$ cat src/rtl/pci_arb_pkg.sv
// Shared types and defaults for the PCI round-robin arbiter.
// State encoding, ID width and default timer values.
package pci_arb_pkg;

  localparam int N_DEV_DEF       = 5;
  localparam int ID_W            = $clog2(N_DEV_DEF);
  localparam int LAT_TIMER_DEF   = 8;
  localparam int GNT_TIMEOUT_DEF = 16;

  typedef enum logic [1:0] {
    IDLE  = 2'd0,
    GRANT = 2'd1,
    BUSY  = 2'd2,
    TURN  = 2'd3
  } state_t;

endpackage

$ cat src/rtl/pci_rr_pick.sv
// Round-robin requester selection, combinational.
// Scans last+1, last+2, ... (mod N) and returns the first set bit.
module pci_rr_pick #(
  parameter int N = 5,
  parameter int W = 3
) (
  input  logic [N-1:0] req,
  input  logic [W-1:0] last,
  output logic [W-1:0] win,
  output logic         vld
);

  // Walk from the farthest slot to the nearest so the nearest hit wins
  always_comb begin
    win = '0;
    vld = |req;
    for (int k = N; k >= 1; k--) begin
      if (req[(int'(last) + k) % N])
        win = W'((int'(last) + k) % N);
    end
  end

endmodule

$ cat src/rtl/pci_rr_arbiter.sv
// PCI central arbiter: round-robin grant, bus parking,
// latency-timer yield and grant timeout.
module pci_rr_arbiter
  import pci_arb_pkg::*;
#(
  parameter int N_DEV       = N_DEV_DEF,
  parameter int PARK_EN     = 1,
  parameter int PARK_ID     = 0,
  parameter int LAT_TIMER   = LAT_TIMER_DEF,
  parameter int GNT_TIMEOUT = GNT_TIMEOUT_DEF
) (
  input  logic                     clk,
  input  logic                     rst,
  input  logic [N_DEV-1:0]         req_n,
  input  logic                     frame_n,
  input  logic                     irdy_n,
  output logic [N_DEV-1:0]         gnt_n,
  output logic [$clog2(N_DEV)-1:0] owner_id,
  output logic                     owner_vld,
  output logic                     timeout
);

  localparam int IW   = $clog2(N_DEV);
  localparam int CMAX = (LAT_TIMER > GNT_TIMEOUT) ?
                        LAT_TIMER : GNT_TIMEOUT;
  localparam int CW   = $clog2(CMAX + 1);

  state_t         state_q, state_d;
  logic [N_DEV-1:0] gnt_q, gnt_d;
  logic [IW-1:0]  own_q, own_d;
  logic [IW-1:0]  last_q, last_d;
  logic           vld_q, vld_d;
  logic           to_q, to_d;
  logic [CW-1:0]  lat_q, lat_d;
  logic [CW-1:0]  gcnt_q, gcnt_d;

  logic [N_DEV-1:0] req;
  logic [N_DEV-1:0] own_mask;
  logic [N_DEV-1:0] park_mask;
  logic [IW-1:0]  win;
  logic           any_req;
  logic           own_req;
  logic           others;
  logic           held;
  logic           parked;
  logic           direct;
  logic           bus_idle;
  logic           to_hit;
  logic [CW-1:0]  lat_nx;

  assign req       = ~req_n;
  assign own_mask  = N_DEV'(1) << own_q;
  assign park_mask = N_DEV'(1) << PARK_ID;
  assign own_req   = |(req & own_mask);
  assign others    = |(req & ~own_mask);
  assign held      = ~|(gnt_q & own_mask);
  assign parked    = (PARK_EN != 0) && !vld_q &&
                     ~|(gnt_q & park_mask);
  assign direct    = !parked || (win == IW'(PARK_ID));
  assign bus_idle  = frame_n & irdy_n;
  assign to_hit    = gcnt_q == CW'(GNT_TIMEOUT - 1);
  assign lat_nx    = (lat_q == CW'(LAT_TIMER)) ?
                     lat_q : lat_q + CW'(1);

  pci_rr_pick #(
    .N (N_DEV),
    .W (IW)
  ) u_pick (
    .req  (req),
    .last (last_q),
    .win  (win),
    .vld  (any_req)
  );

  // State and output registers, synchronous reset
  always_ff @(posedge clk) begin
    if (rst) begin
      state_q <= IDLE;
      gnt_q   <= '1;
      own_q   <= '0;
      last_q  <= IW'(N_DEV - 1);
      vld_q   <= 1'b0;
      to_q    <= 1'b0;
      lat_q   <= '0;
      gcnt_q  <= '0;
    end else begin
      state_q <= state_d;
      gnt_q   <= gnt_d;
      own_q   <= own_d;
      last_q  <= last_d;
      vld_q   <= vld_d;
      to_q    <= to_d;
      lat_q   <= lat_d;
      gcnt_q  <= gcnt_d;
    end
  end

  // Next-state selection
  always_comb begin
    state_d = state_q;
    unique case (state_q)
      IDLE: begin
        if (parked && !frame_n)
          state_d = BUSY;
        else if (any_req)
          state_d = direct ? GRANT : TURN;
      end
      GRANT: begin
        if (!frame_n)
          state_d = BUSY;
        else if (!own_req || to_hit)
          state_d = TURN;
      end
      BUSY: begin
        if (bus_idle)
          state_d = (!held || !own_req || others) ?
                    TURN : GRANT;
      end
      TURN: state_d = IDLE;
      default: state_d = IDLE;
    endcase
  end

  // Next values of grants, owner, counters and timeout
  always_comb begin
    gnt_d  = gnt_q;
    own_d  = own_q;
    last_d = last_q;
    vld_d  = vld_q;
    to_d   = 1'b0;
    lat_d  = lat_q;
    gcnt_d = gcnt_q;
    unique case (state_q)
      IDLE: begin
        if (parked && !frame_n) begin
          own_d  = IW'(PARK_ID);
          vld_d  = 1'b1;
          last_d = IW'(PARK_ID);
          lat_d  = '0;
        end else if (any_req) begin
          if (direct) begin
            gnt_d  = ~(N_DEV'(1) << win);
            own_d  = win;
            vld_d  = 1'b1;
            gcnt_d = '0;
          end else begin
            gnt_d = '1;
            vld_d = 1'b0;
          end
        end else begin
          vld_d = 1'b0;
          if (PARK_EN != 0) begin
            gnt_d = ~park_mask;
            own_d = IW'(PARK_ID);
          end else begin
            gnt_d = '1;
          end
        end
      end
      GRANT: begin
        gcnt_d = gcnt_q + CW'(1);
        if (!frame_n) begin
          lat_d  = '0;
          last_d = own_q;
        end else if (!own_req) begin
          gnt_d = '1;
          vld_d = 1'b0;
        end else if (to_hit) begin
          gnt_d = '1;
          vld_d = 1'b0;
          to_d  = 1'b1;
        end
      end
      BUSY: begin
        lat_d = lat_nx;
        if (others && lat_nx == CW'(LAT_TIMER))
          gnt_d = '1;
        if (bus_idle) begin
          if (!held || !own_req || others) begin
            gnt_d = '1;
            vld_d = 1'b0;
          end else begin
            gcnt_d = '0;
          end
        end
      end
      TURN: begin
        gnt_d = '1;
        vld_d = 1'b0;
      end
      default: begin
        gnt_d = '1;
        vld_d = 1'b0;
      end
    endcase
  end

  assign gnt_n     = gnt_q;
  assign owner_id  = own_q;
  assign owner_vld = vld_q;
  assign timeout   = to_q;

endmodule
$ cat config.mk
export PLATFORM = sky130hd
export DESIGN_NAME = pci_rr_arbiter
export DESIGN_NICKNAME = d
export VERILOG_FILES = /design/src/rtl/pci_arb_pkg.sv /design/src/rtl/pci_rr_pick.sv /design/src/rtl/pci_rr_arbiter.sv
export SDC_FILE = /design/constraint.sdc
export NUM_CORES = 1
export LEC_CHECK = 0
export CORE_ASPECT_RATIO = 0.5
export CORE_MARGIN = 1.5
export CORE_UTILIZATION = 40
export CTS_BUF_LIST = sky130_fd_sc_hd__clkbuf_16
export DETAILED_ROUTE_END_ITERATION = 7
export GPL_TIMING_DRIVEN = 0
export SYNTH_ARGS = -nofsm -noshare
export SYNTH_HDL_FRONTEND = slang
export SYNTH_HIERARCHICAL = 1
export SYNTH_SLANG_ARGS = --single-unit
$ cat constraint.sdc
create_clock -name clk -period 10.95 [get_ports clk]
set_input_delay 2.19 -clock clk [delete_from_list [all_inputs] [get_ports clk]]
set_output_delay 2.19 -clock clk [all_outputs]
set_load 0.02 [all_outputs]
==> Flow_metrics.wiki <==
{| class="wikitable"
! Metric !! Value
|-
| Die footprint || slightly above 9000 um2
|-
| Buf/Inv on CP || 6
|-
| Cell area after placement || between 3000 and 4000 um2
|-
| Overflow after GRT || 0
|-
| Netlist area before placement || around 3400 um2
|-
| Dominant combinational cell family by area after synthesis || compound AO/OA/AOI/OAI gates
|-
| Antenna viol nets, final || 0
|-
| Period utilization || 58.8%
|-
| Cells traversed along the worst timing path || buf_2 -> clkinv_1 -> ha_1 -> buf_2 -> inv_1 -> ha_1 -> nor2_1 -> a21oi_2 -> xnor2_2 -> inv_2 -> ha_1 -> inv_1 -> a2bb2oi_1 -> o211ai_2 -> and4_1 -> o211a_1 -> a221o_1 -> a211o_1 -> a32o_1 -> or3_1 -> o21a_1 -> o21a_1 -> o32ai_4 -> a311oi_1
|-
| Detailed Route Iter0 Violations || 126
|-
| Syn nets || 489
|-
| Number of search-and-repair iterations in the first detailed-routing pass || 4
|-
| Startpoint class of the critical path || flop
|-
| Maximum buffer depth of the clock tree || 2
|-
| Average routed wire per standard cell || 15.1 um
|-
| Setup repair after global routing missed its margin || no
|-
| Portion of the post-synthesis area used by sequential elements || about 15%
|-
| Max FO, Critical Path || 13
|-
| Vias per inst || 5.73
|-
| Crit path DAT || between 6 and 7 ns
|-
| Launching point of the worst reg2reg path || last_q[0]
|-
| Number of vias after detailed routing || 3339
|-
| Top-count cell post-synth || sky130_fd_sc_hd__nor2_1
|-
| Capture instance of the worst register-to-register path || gcnt_q[3]
|-
| Hold-critical path endpoint || gcnt_q[3]
|-
| Worst-Margin Slew || 0.661 ns
|-
| Delay of the slowest cell on the worst path || 0.56 ns
|-
| Final routed DRC violation total || 0
|-
| Gates resized, CTS repair || 0
|-
| Num ports || 19
|-
| Sum of net half-perimeters after detailed placement || ~6800 um
|-
| Clock tree root buffer cell || sky130_fd_sc_hd__clkbuf_16
|-
| Number of sinks handled by clock tree synthesis || 25
|-
| Global-route wire length before repair || between 10000 and 15000 um
|-
| Placed instance count || 579
|-
| Hold path startpoint || gcnt_q[3]
|-
| Non-Filler Cell Area, Final || 3840 um2
|-
| Most used cell along the critical path || sky130_fd_sc_hd__ha_1
|-
| Unique cell type count in the Yosys netlist || just under 90
|-
| CP Class || reg2reg
|-
| Antenna violations before repair || 0
|-
| Die extent in x || 134 um
|-
| Post-CTS Hold Fix Bufs || 0
|-
| Diodes inserted || 0
|-
| Post-Synth Adder-Cell Area || 10.9%
|-
| Outcome || finished, final reports clean
|-
| Number of cells on the worst reg-to-reg path || 24
|-
| Starting density of the core || ~42%
|-
| Maximum operating frequency || 155 MHz
|-
| Total wire length after detailed routing || around 9000 um
|-
| Final core utilization || 46.9%
|-
| Total of warnings raised by yosys || 6
|-
| XOR/XNOR Fraction of Synth Area || 3.52%
|-
| Required time at the worst-slack endpoint || 11.08 ns
|-
| All-layer global routing usage || roughly a fifth
|-
| Cell Pwr Density || 156 nW/um2
|-
| Leakage power summed over all cells || approximately 1.5 nW
|-
| Share of the synthesized area in compound gates (AO/OA/AOI/OAI) || roughly a third
|-
| CTS tree || built
|-
| Cell types with the highest counts after synthesis || sky130_fd_sc_hd__nor2_1, sky130_fd_sc_hd__inv_1, sky130_fd_sc_hd__nand2_1
|-
| Clock-pin slew of the registers on the worst-case setup and hold paths || 0.06 ns
|-
| Clock Skews || between 0.004 and 0.005 ns
|-
| Number of placement rows || 23
|-
| Portion of synthesized cell area occupied by the leading cell type || roughly 15%
|-
| Total of endpoints with negative setup slack in the final report || 0
|-
| Source-to-sink clock delay at the later pin of the worst-skew pair || approximately 0.26 ns
|-
| Number of cells on the worst hold path || 1
|-
| Synth area leaders || sky130_fd_sc_hd__dfxtp_1, sky130_fd_sc_hd__ha_1, sky130_fd_sc_hd__nor2_1, sky130_fd_sc_hd__a21oi_1, sky130_fd_sc_hd__mux2i_1
|-
| Cell with the biggest individual delay on the critical path || sky130_fd_sc_hd__ha_1
|-
| Filler Cell Count || 858
|-
| CP delay by family, top || compound AO/OA/AOI/OAI gates
|-
| Depth of the CTS H-tree || 1
|-
| Number of enable flip-flop cells after synthesis || 0
|-
| Flops & latches, synth || 25
|-
| MaxCap Viol Count || 0
|-
| Final Worst Setup Slack || about 4.5 ns
|-
| Total core area || approximately 8200 um2
|-
| Min Tclk post-route || 6.44 ns
|-
| Final non-filler cell total || about 580
|-
| Worst hold path class || reg2reg
|-
| Reg2Reg Setup Slack || 4.51 ns
|-
| Number of hold violations in the final report || 0
|-
| Port buffer count || 17
|-
| Kind of capture point of the worst setup path || flop
|-
| Post-synth top area cell || sky130_fd_sc_hd__dfxtp_1
|-
| Share of cell area taken by muxes after synthesis || 7.73%
|-
| Placement Setup Slack || ~4.6 ns
|-
| Worst relative slew slack || 55.9%
|-
| Post-synth top flop || sky130_fd_sc_hd__dfxtp_1
|-
| Via count of the first global-routing pass || 3079
|-
| Post-CTS setup-driven buffer insertion count || 0
|-
| Fraction of the mapped netlist area in simple logic gates || 22.9%
|-
| Final Wtd Congestion || about 0.8
|-
| Y dimension of the die || 68.6 um
|-
| Worst IR Drop VDD || 0.0997 mV
|-
| Share of final-layout standard cells stronger than drive strength 1 || 11.3%
|-
| Number of buffers added by the clock tree synthesis step || 3
|-
| Average cell area after synthesis || 7.66 um2
|-
| Number of max-slew violations in the final report || 0
|-
| Final sum of negative setup slack || 0 ns
|-
| Net count of the finished layout || 511
|-
| Async S/R FF share, synth || 0%
|-
| Instance count of the mapped netlist || 450
|-
| Relative area change from synthesis to final layout || 11.3%
|-
| Pin count of the biggest net entering global routing || 14
|}
## final cells by class
class	count	area [um2]	share of cell area, %
inverters	37	141	3.69
clock buffers	3	75.1	1.96
multi-input cells	363	2670	69.5
plain buffers	25	140	3.65
repair buffers	17	170	4.44
clock inverters	1	3.75	0.0978
well taps	112	140	3.65
flip-flops and latches	25	500	13.0
## worst reg2reg max path, delay by kind of cell, from the launching register on
kind,cells,cell delay (ns)
flops,1,0.45
simple gates,3,0.90
buf+inv,6,1.31
compound gates,11,2.35
fa+ha+maj,3,1.04
xor+xnor,1,0.25
## state kept, by name, summed over array words and instances, names as in the netlist
register   flops
owner_vld      1
lat_q          5
last_q         3
owner_id       3
gcnt_q         5
gnt_n          5
timeout        1
state_q        2
## cell families after synthesis
logic type,count (synthesis)
adders and majority gates,30
DFF,25
muxes,22
xor gates and xnor gates,10
buffers and inverters,62
AOI/OAI and AO/OA,150
and+or+nand+nor,151
## layout by cell type (no fill, tap or decap), types with 4 or more instances in the layout
master                            instances
sky130_fd_sc_hd__a211o_1                  7
sky130_fd_sc_hd__a211oi_1                 7
sky130_fd_sc_hd__a21oi_1                 28
sky130_fd_sc_hd__a22oi_1                  4
sky130_fd_sc_hd__a31oi_1                  5
sky130_fd_sc_hd__a32oi_1                  5
sky130_fd_sc_hd__buf_2                    6
sky130_fd_sc_hd__buf_4                    4
sky130_fd_sc_hd__clkbuf_1                 9
sky130_fd_sc_hd__clkdlybuf4s50_1         17
sky130_fd_sc_hd__dfxtp_1                 25
sky130_fd_sc_hd__ha_1                    30
sky130_fd_sc_hd__inv_1                   33
sky130_fd_sc_hd__mux2_2                   7
sky130_fd_sc_hd__mux2i_1                 12
sky130_fd_sc_hd__nand2_1                 32
sky130_fd_sc_hd__nand2b_1                 6
sky130_fd_sc_hd__nand3_1                 19
sky130_fd_sc_hd__nand3b_1                 6
sky130_fd_sc_hd__nand4_1                  4
sky130_fd_sc_hd__nor2_1                  42
sky130_fd_sc_hd__nor2b_1                  4
sky130_fd_sc_hd__nor3_1                   7
sky130_fd_sc_hd__o211ai_1                 7
sky130_fd_sc_hd__o21a_1                   4
sky130_fd_sc_hd__o21ai_0                 24
sky130_fd_sc_hd__o221ai_1                 4
sky130_fd_sc_hd__o22ai_1                  6
sky130_fd_sc_hd__o31ai_1                  5
sky130_fd_sc_hd__xnor2_1                  6
## worst max path at each step
stage	from	to	slack (ns)	depth (start not counted)
after floorplan	last_q[0]	gcnt_q[3]	5.57	24
after global placement	last_q[0]	gcnt_q[3]	4.55	24
after detailed placement	last_q[0]	gcnt_q[3]	4.56	24
after CTS	last_q[0]	gcnt_q[3]	4.52	24
after global routing	last_q[0]	gcnt_q[3]	4.00	24
final	last_q[0]	gcnt_q[3]	4.51	24
## layer usage
layer	vias up	global-route usage (%)	wire, um
met5	-	0	0
met4	0	3.63	47
met3	4	1.24	232
met2	37	36.1	4040
met1	1571	26.5	4450
li1	1727	-	-
## power breakdown
| part | leakage, nW | switching (mW) | internal, mW |
|---|---|---|---|
| combinational | 1.23 | 0.231 | 0.163 |
| clock | 0.0423 | 0.0335 | 0.0489 |
| sequential | 0.204 | 0.0149 | 0.107 |
| total | 1.47 | 0.280 | 0.318 |
## through the flow
step | hold slack [ns] | power, mW
after floorplan | 0.439 | 0.422
after global placement | 0.467 | 0.515
after detailed placement | 0.466 | 0.515
after CTS | 0.480 | 0.598
after global routing | 0.516 | 0.649
final | 0.484 | 0.598
Power figures use the tool's default switching activity.
